## config.mk

```make
export PLATFORM = sky130hd
export DESIGN_NAME = siso_loop_ctrl
export DESIGN_NICKNAME = d
export VERILOG_FILES = /design/src/rtl/siso_loop_ctrl.sv
export SDC_FILE = /design/constraint.sdc
export NUM_CORES = 1
export LEC_CHECK = 0
export ABC_AREA = 1
export ABC_CLOCK_PERIOD_IN_PS = 1900
export BUFFER_PORTS_ARGS = -buffer_cell sky130_fd_sc_hd__buf_2
export CELL_PAD_IN_SITES_DETAIL_PLACEMENT = 1
export CELL_PAD_IN_SITES_GLOBAL_PLACEMENT = 2
export CORE_UTILIZATION = 34
export CTS_BUF_LIST = sky130_fd_sc_hd__clkbuf_4
export DETAILED_ROUTE_END_ITERATION = 10
export PLACE_DENSITY = 0.78
export SLEW_MARGIN = 20
export SYNTH_ARGS = -nofsm -noshare
export SYNTH_HDL_FRONTEND = slang
export SYNTH_SLANG_ARGS = --single-unit
```

## constraint.sdc

```tcl
create_clock -name clk -period 1.9 [get_ports clk]
set_input_delay 0.285 -clock clk [delete_from_list [all_inputs] [get_ports clk]]
set_output_delay 0.285 -clock clk [all_outputs]
set_load 0.1 [all_outputs]
```

## src/rtl/siso_loop_ctrl.sv

```systemverilog
// siso_loop_ctrl
// Sequencing controller for an external serial-in/serial-out shift chain.
// Accepts a parallel word, shifts it LSB-first into the chain, flushes the
// chain with DEPTH zeros and reassembles the emerging bits into rx_data.
//
// Optional feature: define SISO_LOOP_CHECK_EN to build the loopback
// comparator that drives err; without it err is tied low.

module siso_loop_ctrl #(
    parameter int WIDTH = 8,
    parameter int DEPTH = 4
) (
    input  logic             clk,
    input  logic             rst,
    input  logic             tx_valid,
    input  logic [WIDTH-1:0] tx_data,
    output logic             tx_ready,
    output logic             sr_din,
    output logic             sr_shift,
    input  logic             sr_q,
    output logic             rx_valid,
    output logic [WIDTH-1:0] rx_data,
    output logic             busy,
    output logic             err
);

    localparam int SW = $clog2(WIDTH + DEPTH + 1);

    localparam logic [SW-1:0] S_LAST_SHIFT = SW'(WIDTH - 1);
    localparam logic [SW-1:0] S_LAST_FLUSH = SW'(WIDTH + DEPTH - 1);
    localparam logic [SW-1:0] S_FIRST_CAP  = SW'(DEPTH);

    typedef enum logic [1:0] {
        IDLE,
        SHIFT,
        FLUSH,
        DONE
    } state_t;

    state_t           state;
    state_t           state_next;
    logic [SW-1:0]    s;
    logic [WIDTH-1:0] tx_word;
    logic [WIDTH-1:0] rx_word;
    logic [WIDTH-1:0] rx_next;
    logic             din_bit;
    logic             capture;
    logic             accept;
    logic             last_flush;

    assign accept     = (state == IDLE) && tx_valid;
    assign last_flush = (state == FLUSH) && (s == S_LAST_FLUSH);

    // State register
    always_ff @(posedge clk or posedge rst) begin
        if (rst) begin
            state <= IDLE;
        end else begin
            state <= state_next;
        end
    end

    // Next-state and output decode
    always_comb begin
        state_next = state;
        tx_ready   = 1'b0;
        busy       = 1'b1;
        sr_shift   = 1'b0;
        sr_din     = 1'b0;
        rx_valid   = 1'b0;
        capture    = 1'b0;
        case (state)
            IDLE: begin
                tx_ready = 1'b1;
                busy     = 1'b0;
                if (tx_valid) begin
                    state_next = SHIFT;
                end
            end
            SHIFT: begin
                sr_shift = 1'b1;
                sr_din   = din_bit;
                capture  = (s >= S_FIRST_CAP);
                if (s == S_LAST_SHIFT) begin
                    state_next = FLUSH;
                end
            end
            FLUSH: begin
                sr_shift = 1'b1;
                capture  = (s >= S_FIRST_CAP);
                if (s == S_LAST_FLUSH) begin
                    state_next = DONE;
                end
            end
            DONE: begin
                rx_valid   = 1'b1;
                state_next = IDLE;
            end
            default: begin
                state_next = IDLE;
            end
        endcase
    end

    // Select tx_word[s] without an over-wide dynamic index
    always_comb begin
        din_bit = 1'b0;
        for (int unsigned i = 0; i < WIDTH; i++) begin
            if (s == SW'(i)) begin
                din_bit = tx_word[i];
            end
        end
    end

    // Place sr_q into bit (s - DEPTH) of the word being assembled
    always_comb begin
        rx_next = rx_word;
        if (capture) begin
            for (int unsigned i = 0; i < WIDTH; i++) begin
                if (s == SW'(i + DEPTH)) begin
                    rx_next[i] = sr_q;
                end
            end
        end
    end

    // Shift counter, latched tx word and rx assembly.
    // The final bit lands on the same edge that enters DONE, so rx_data is
    // loaded from rx_next rather than rx_word to be valid during DONE.
    always_ff @(posedge clk or posedge rst) begin
        if (rst) begin
            s       <= '0;
            tx_word <= '0;
            rx_word <= '0;
            rx_data <= '0;
        end else if (accept) begin
            s       <= '0;
            tx_word <= tx_data;
            rx_word <= '0;
        end else if (sr_shift) begin
            s       <= s + 1'b1;
            rx_word <= rx_next;
            if (last_flush) begin
                rx_data <= rx_next;
            end
        end
    end

`ifdef SISO_LOOP_CHECK_EN
    // Loopback check: flag set entering DONE on mismatch, cleared on accept
    always_ff @(posedge clk or posedge rst) begin
        if (rst) begin
            err <= 1'b0;
        end else if (accept) begin
            err <= 1'b0;
        end else if (last_flush) begin
            err <= (rx_next != tx_word);
        end
    end
`else
    assign err = 1'b0;
`endif

endmodule

```

### After elaboration in Yosys (flattened, before gate mapping)

Cells that the tools add are included.

| storage, ports and cells | value |
|---|---|
| register bits after elaboration | 30 |
| word-level logic and storage cells | 64 |

| operators by class | value |
|---|---|
| add/subtract/negate cells | 1 |
| order comparisons | 1 |
| eq/ne operators | 17 |
| muxes and demuxes | 31 |
| bitwise gates (word level) | 1 |
| reduce and logical (&&, ||, !) cells | 8 |

Operators with widths:

| cell | number |
|---|---|
| 8-bit two-way mux | 3 |
| 1-bit two-way mux | 22 |
| 4-bit by 3-bit == test with 1-bit output, second input constant | 4 |
| 4-bit == test, second input constant | 4 |
| 4-bit by 2-bit == test with 1-bit output, second input constant | 2 |
| 4-bit two-way mux | 2 |
| 2-bit case mux with 4 select lines | 1 |
| 2-bit two-way mux | 3 |
| 3-bit AND reduction | 2 |
| 4-bit by 1-bit adder with 4-bit output, second input constant | 1 |
| 2-bit == test, second input constant | 2 |
| 4-bit by 1-bit == test with 1-bit output, second input constant | 1 |
| 4-bit by 3-bit greater-or-equal comparator with 1-bit output, second input constant | 1 |
| 4-bit zero test | 1 |
| 2-bit inequality test, second input constant | 2 |
| 2-bit by 1-bit == test with 1-bit output, second input constant | 1 |
| 1-bit logical AND | 2 |
| 2-bit zero test | 1 |
| 2-bit by 1-bit inequality test with 1-bit output, second input constant | 1 |
| 2-bit nonzero test | 1 |
| 2-bit OR reduction | 1 |
| 1-bit NOT | 1 |

### Depth between registers and ports, before layout

| depth | value |
|---|---|
| depth after elaboration | 10 |
| depth in mapped cells | 12 |
| depth with buffers taken out | 12 |

### Least setup slack after synthesis

OpenSTA, ideal clock, no wires.

| path | value |
|---|---|
| path type | register to output |
| start | register s[1] |
| end | output port sr_din |
| arrival time | 2586 ps |
| required time | 1615 ps |
| path slack | -971 ps |
| stages on the path, launching flop included | 13 |
| buffers on the path | 0 |
| cell sequence | dfrtp_1 -> inv_1 -> ha_1 -> inv_1 -> nand2_1 -> nand3_1 -> nand2_1 -> nand2_1 -> nand2_1 -> nand2_1 -> nand2_1 -> nand2_1 -> a21oi_1 |

| on the way | value |
|---|---|
| cells in the longest elaborated chain, start to end | 10 |

RTL lines:

| what | RTL line | RTL |
|---|---|---|
| start, declared | 42 | `logic [SW-1:0] s;` |
| start signal, assigned | 141 | `s <= s + 1'b1;` |
| 4-bit zero test | 109 | `if (s == SW'(i)) begin` |
| 1-bit two-way mux (7 in series) | 109 |  |
| 1-bit two-way mux (*) | 109 |  |
| 1-bit two-way mux (*) | 72 | `case (state)` |
| end, declared | 18 | `output logic sr_din,` |

Mark *: on every way between the ends. The rest lies on a longest branch, timed or not.

### Final worst setup path

| path | value |
|---|---|
| start | register s[0] |
| end | output port sr_din |

Same word-level chain as after synthesis.

==> flow_metrics.env <==
export IMPL_drc=0
export IMPL_finalSetupViolations=1
export IMPL_dieArea_mm2=0.00479
export IMPL_synthArstFlopShare=1.00
export IMPL_core_area_mm2=0.00435
export IMPL_first_iter_violations=20
export IMPL_end_kind="output port"
export IMPL_status="finished with violations"
export IMPL_crit_fanout=4
export IMPL_timing_final_ws_setup_ns=-0.265
export IMPL_num_rows=24
export IMPL_ys_top_cells_by_count="nand2_1 (50), dfrtp_1 (30), inv_1 (21)"
export IMPL_dr_pass1_iters=4
export IMPL_dpl_hpwl_um=2740
export IMPL_route_vias_total=1242
export IMPL_synth_area_per_cell_um2=8.77
export IMPL_ys_seq_area_frac=0.489
export IMPL_clock_sinks=30
export IMPL_synth_nets=195
export IMPL_arrival_ns=1.88
export IMPL_dp_cells=252
export IMPL_ys_warn_count=0
export IMPL_final_cell_count_no_fill=262
export IMPL_portBuffers=24
export IMPL_timing_rr_start="state[1]"
export IMPL_gr_usage_all_layers=0.176
export IMPL_worstPathRequired_ns=1.62
export IMPL_r2r_cells=5
export IMPL_antenna_cells=0
export IMPL_clk_path_buf_depth=2
export IMPL_synth_area_mm2=0.00154
export IMPL_clkLatencyLatePin_ns=0.32
export IMPL_nets=229
export IMPL_period_minus_slack_ns=2.17
export IMPL_synth_edf_count=0
export IMPL_worstSetupPathType="reg -> out"
export IMPL_antenna_found_initial=0
export IMPL_drive_gt1_frac=0.300
export IMPL_cts_tree="done"
export IMPL_numCtsBuffers=5
export IMPL_maxCapViolCount=0
export IMPL_dpl_cell_area_mm2=0.00181
export IMPL_r2r_end="rx_data[5]"
export IMPL_clockRootBuffer="clkbuf_4"
export IMPL_yosysTopAreaCellShare=0.489
export IMPL_holdWs_ns=0.0191
export IMPL_min_path_type="in -> async"
export IMPL_yosys_most_used_dff="dfrtp_1"
export IMPL_start_util=0.353
export IMPL_synth_most_common_cell="nand2_1"
export IMPL_hold_buffers=0
export IMPL_area_growth_pct=23.5
export IMPL_clock_fmax_ghz=0.462
export IMPL_rsz0062_at_grt="true"
export IMPL_grt_max_degree=31
export IMPL_rrSetupSlack_ns=0.26
export IMPL_htree_levels=2
export IMPL_gp_congestion=0.845
export IMPL_start_kind="flop"
export IMPL_routed_via_density=4.74
export IMPL_worstSetupStartpoint="s[0]"
export IMPL_ant_nets=0
export IMPL_grt_first_pass_wirelength_um=6690
export IMPL_netlist_instances=175
export IMPL_hold_violations=0
export IMPL_wl_per_cell_um=14.0
export IMPL_synth_area_leader_cell="dfrtp_1"
export IMPL_yosysUniqueCellTypes=22
export IMPL_skew_ns=0.00378
export IMPL_fin_area_mm2=0.00190
export IMPL_wl_um=3680
export IMPL_ys_ff_latch=30
export IMPL_gr_total_overflow=0
export IMPL_fin_crit_sh=1.14
export IMPL_endpoint="sr_din"
export IMPL_violations="setup timing"
export IMPL_ios=26
export IMPL_die_x_um=69.2
export IMPL_grt_pass1_vias=1432
export IMPL_synth_area_top_cells="dfrtp_1 (49%), nand2_1 (12%), ha_1 (6.5%)"
export IMPL_drv_slew=0
export IMPL_cts_clk_slew_worst_paths_ns=0.10
export IMPL_fp_dieH_um=69.2
final cells by class:
cell class	instances	area, um2
Clock inverter	2	8.76
Fill cell	528	2460
Sequential cell	30	752
Clock buffer	6	45.0
Timing Repair Buffer	31	190
Multi-Input combinational cell	117	738
Tap cell	52	65.1
Inverter	24	96.3
critical path: stages, from the launching register on:
cell,delay [ns]
dfrtp_2,0.47
inv_4,0.09
ha_4,0.14
nand2_2,0.06
nand2_2,0.06
nand3_2,0.06
nand2_1,0.05
nand2_1,0.05
nand2_1,0.07
nand2_1,0.05
nand2_1,0.07
nand2_2,0.06
a21oi_4,0.14
buf_12,0.19
metrics by stage:
stage | utilization | setup TNS, ns | setup WS, ns
final | 0.435 | -0.265 | -0.265
after global routing | 0.435 | -0.428 | -0.428
after CTS | 0.432 | -0.300 | -0.300
after detailed placement | 0.416 | 0 | 0.0194
after global placement | 0.416 | 0 | 0.0843
after floorplan | - | -0.165 | -0.0645
flip-flops by register name, summed over array words and instances (netlist names):
name / flops
s: 4
tx_word: 8
rx_data: 8
state: 2
rx_word: 8
timing repair:
action | CTS | global route
pin swaps | 1 | 0
setup buffers | 1 | 1
resized for setup | 5 | 2
setup endpoints to repair | 2 | 1
per-layer routing:
| layer | track usage | vias up | part of all wire |
|---|---|---|---|
| met1 | 0.230 | 598 | 0.48 |
| met4 | 0.0612 | 0 | 0.017 |
| met3 | 0.0392 | 5 | 0.027 |
| met5 | 0 | - | 0 |
| met2 | 0.286 | 19 | 0.48 |
| li1 | - | 620 | - |
cells in the final DEF (no fill, tap or decap), drive strengths merged:
master    Yosys  final
nand2        50     50
buf           2     31
dfrtp        30     30
inv          23     22
o21ai        12     12
nor2         11     11
mux2i        10     10
nand3         9      9
ha            8      8
a21oi         7      7
clkbuf        2      6
o31ai         4      4
clkinv        1      3
nor3          2      2
clkinvlp      0      1
o211ai        1      1
and3          1      1
or2           1      1
conb          1      1
how the worst min path moves through the flow:
| stage | depth (start not counted) | startpoint | slack, ns | endpoint |
|---|---|---|---|---|
| after CTS | 3 | rst | 0.03 | rx_data[0] |
| after floorplan | 1 | rst | 0.38 | rx_data[0] |
| after global routing | 3 | rst | 0.03 | rx_word[2] |
| final | 3 | rst | 0.02 | tx_word[2] |
| after detailed placement | 3 | rst | 0.40 | tx_word[1] |
| after global placement | 3 | rst | 0.38 | tx_word[0] |
kinds of logic after synthesis:
logic type	share of synthesized area
simple gates	0.217
flops	0.489
buf+inv	0.0717
compound gates	0.0896
mux	0.0652
fa+ha+maj	0.0652
other cells	0.00244
Power is left out: the tool's default activity adds up to more than one toggle a clock period on the data nets, which glitch-free logic cannot reach.
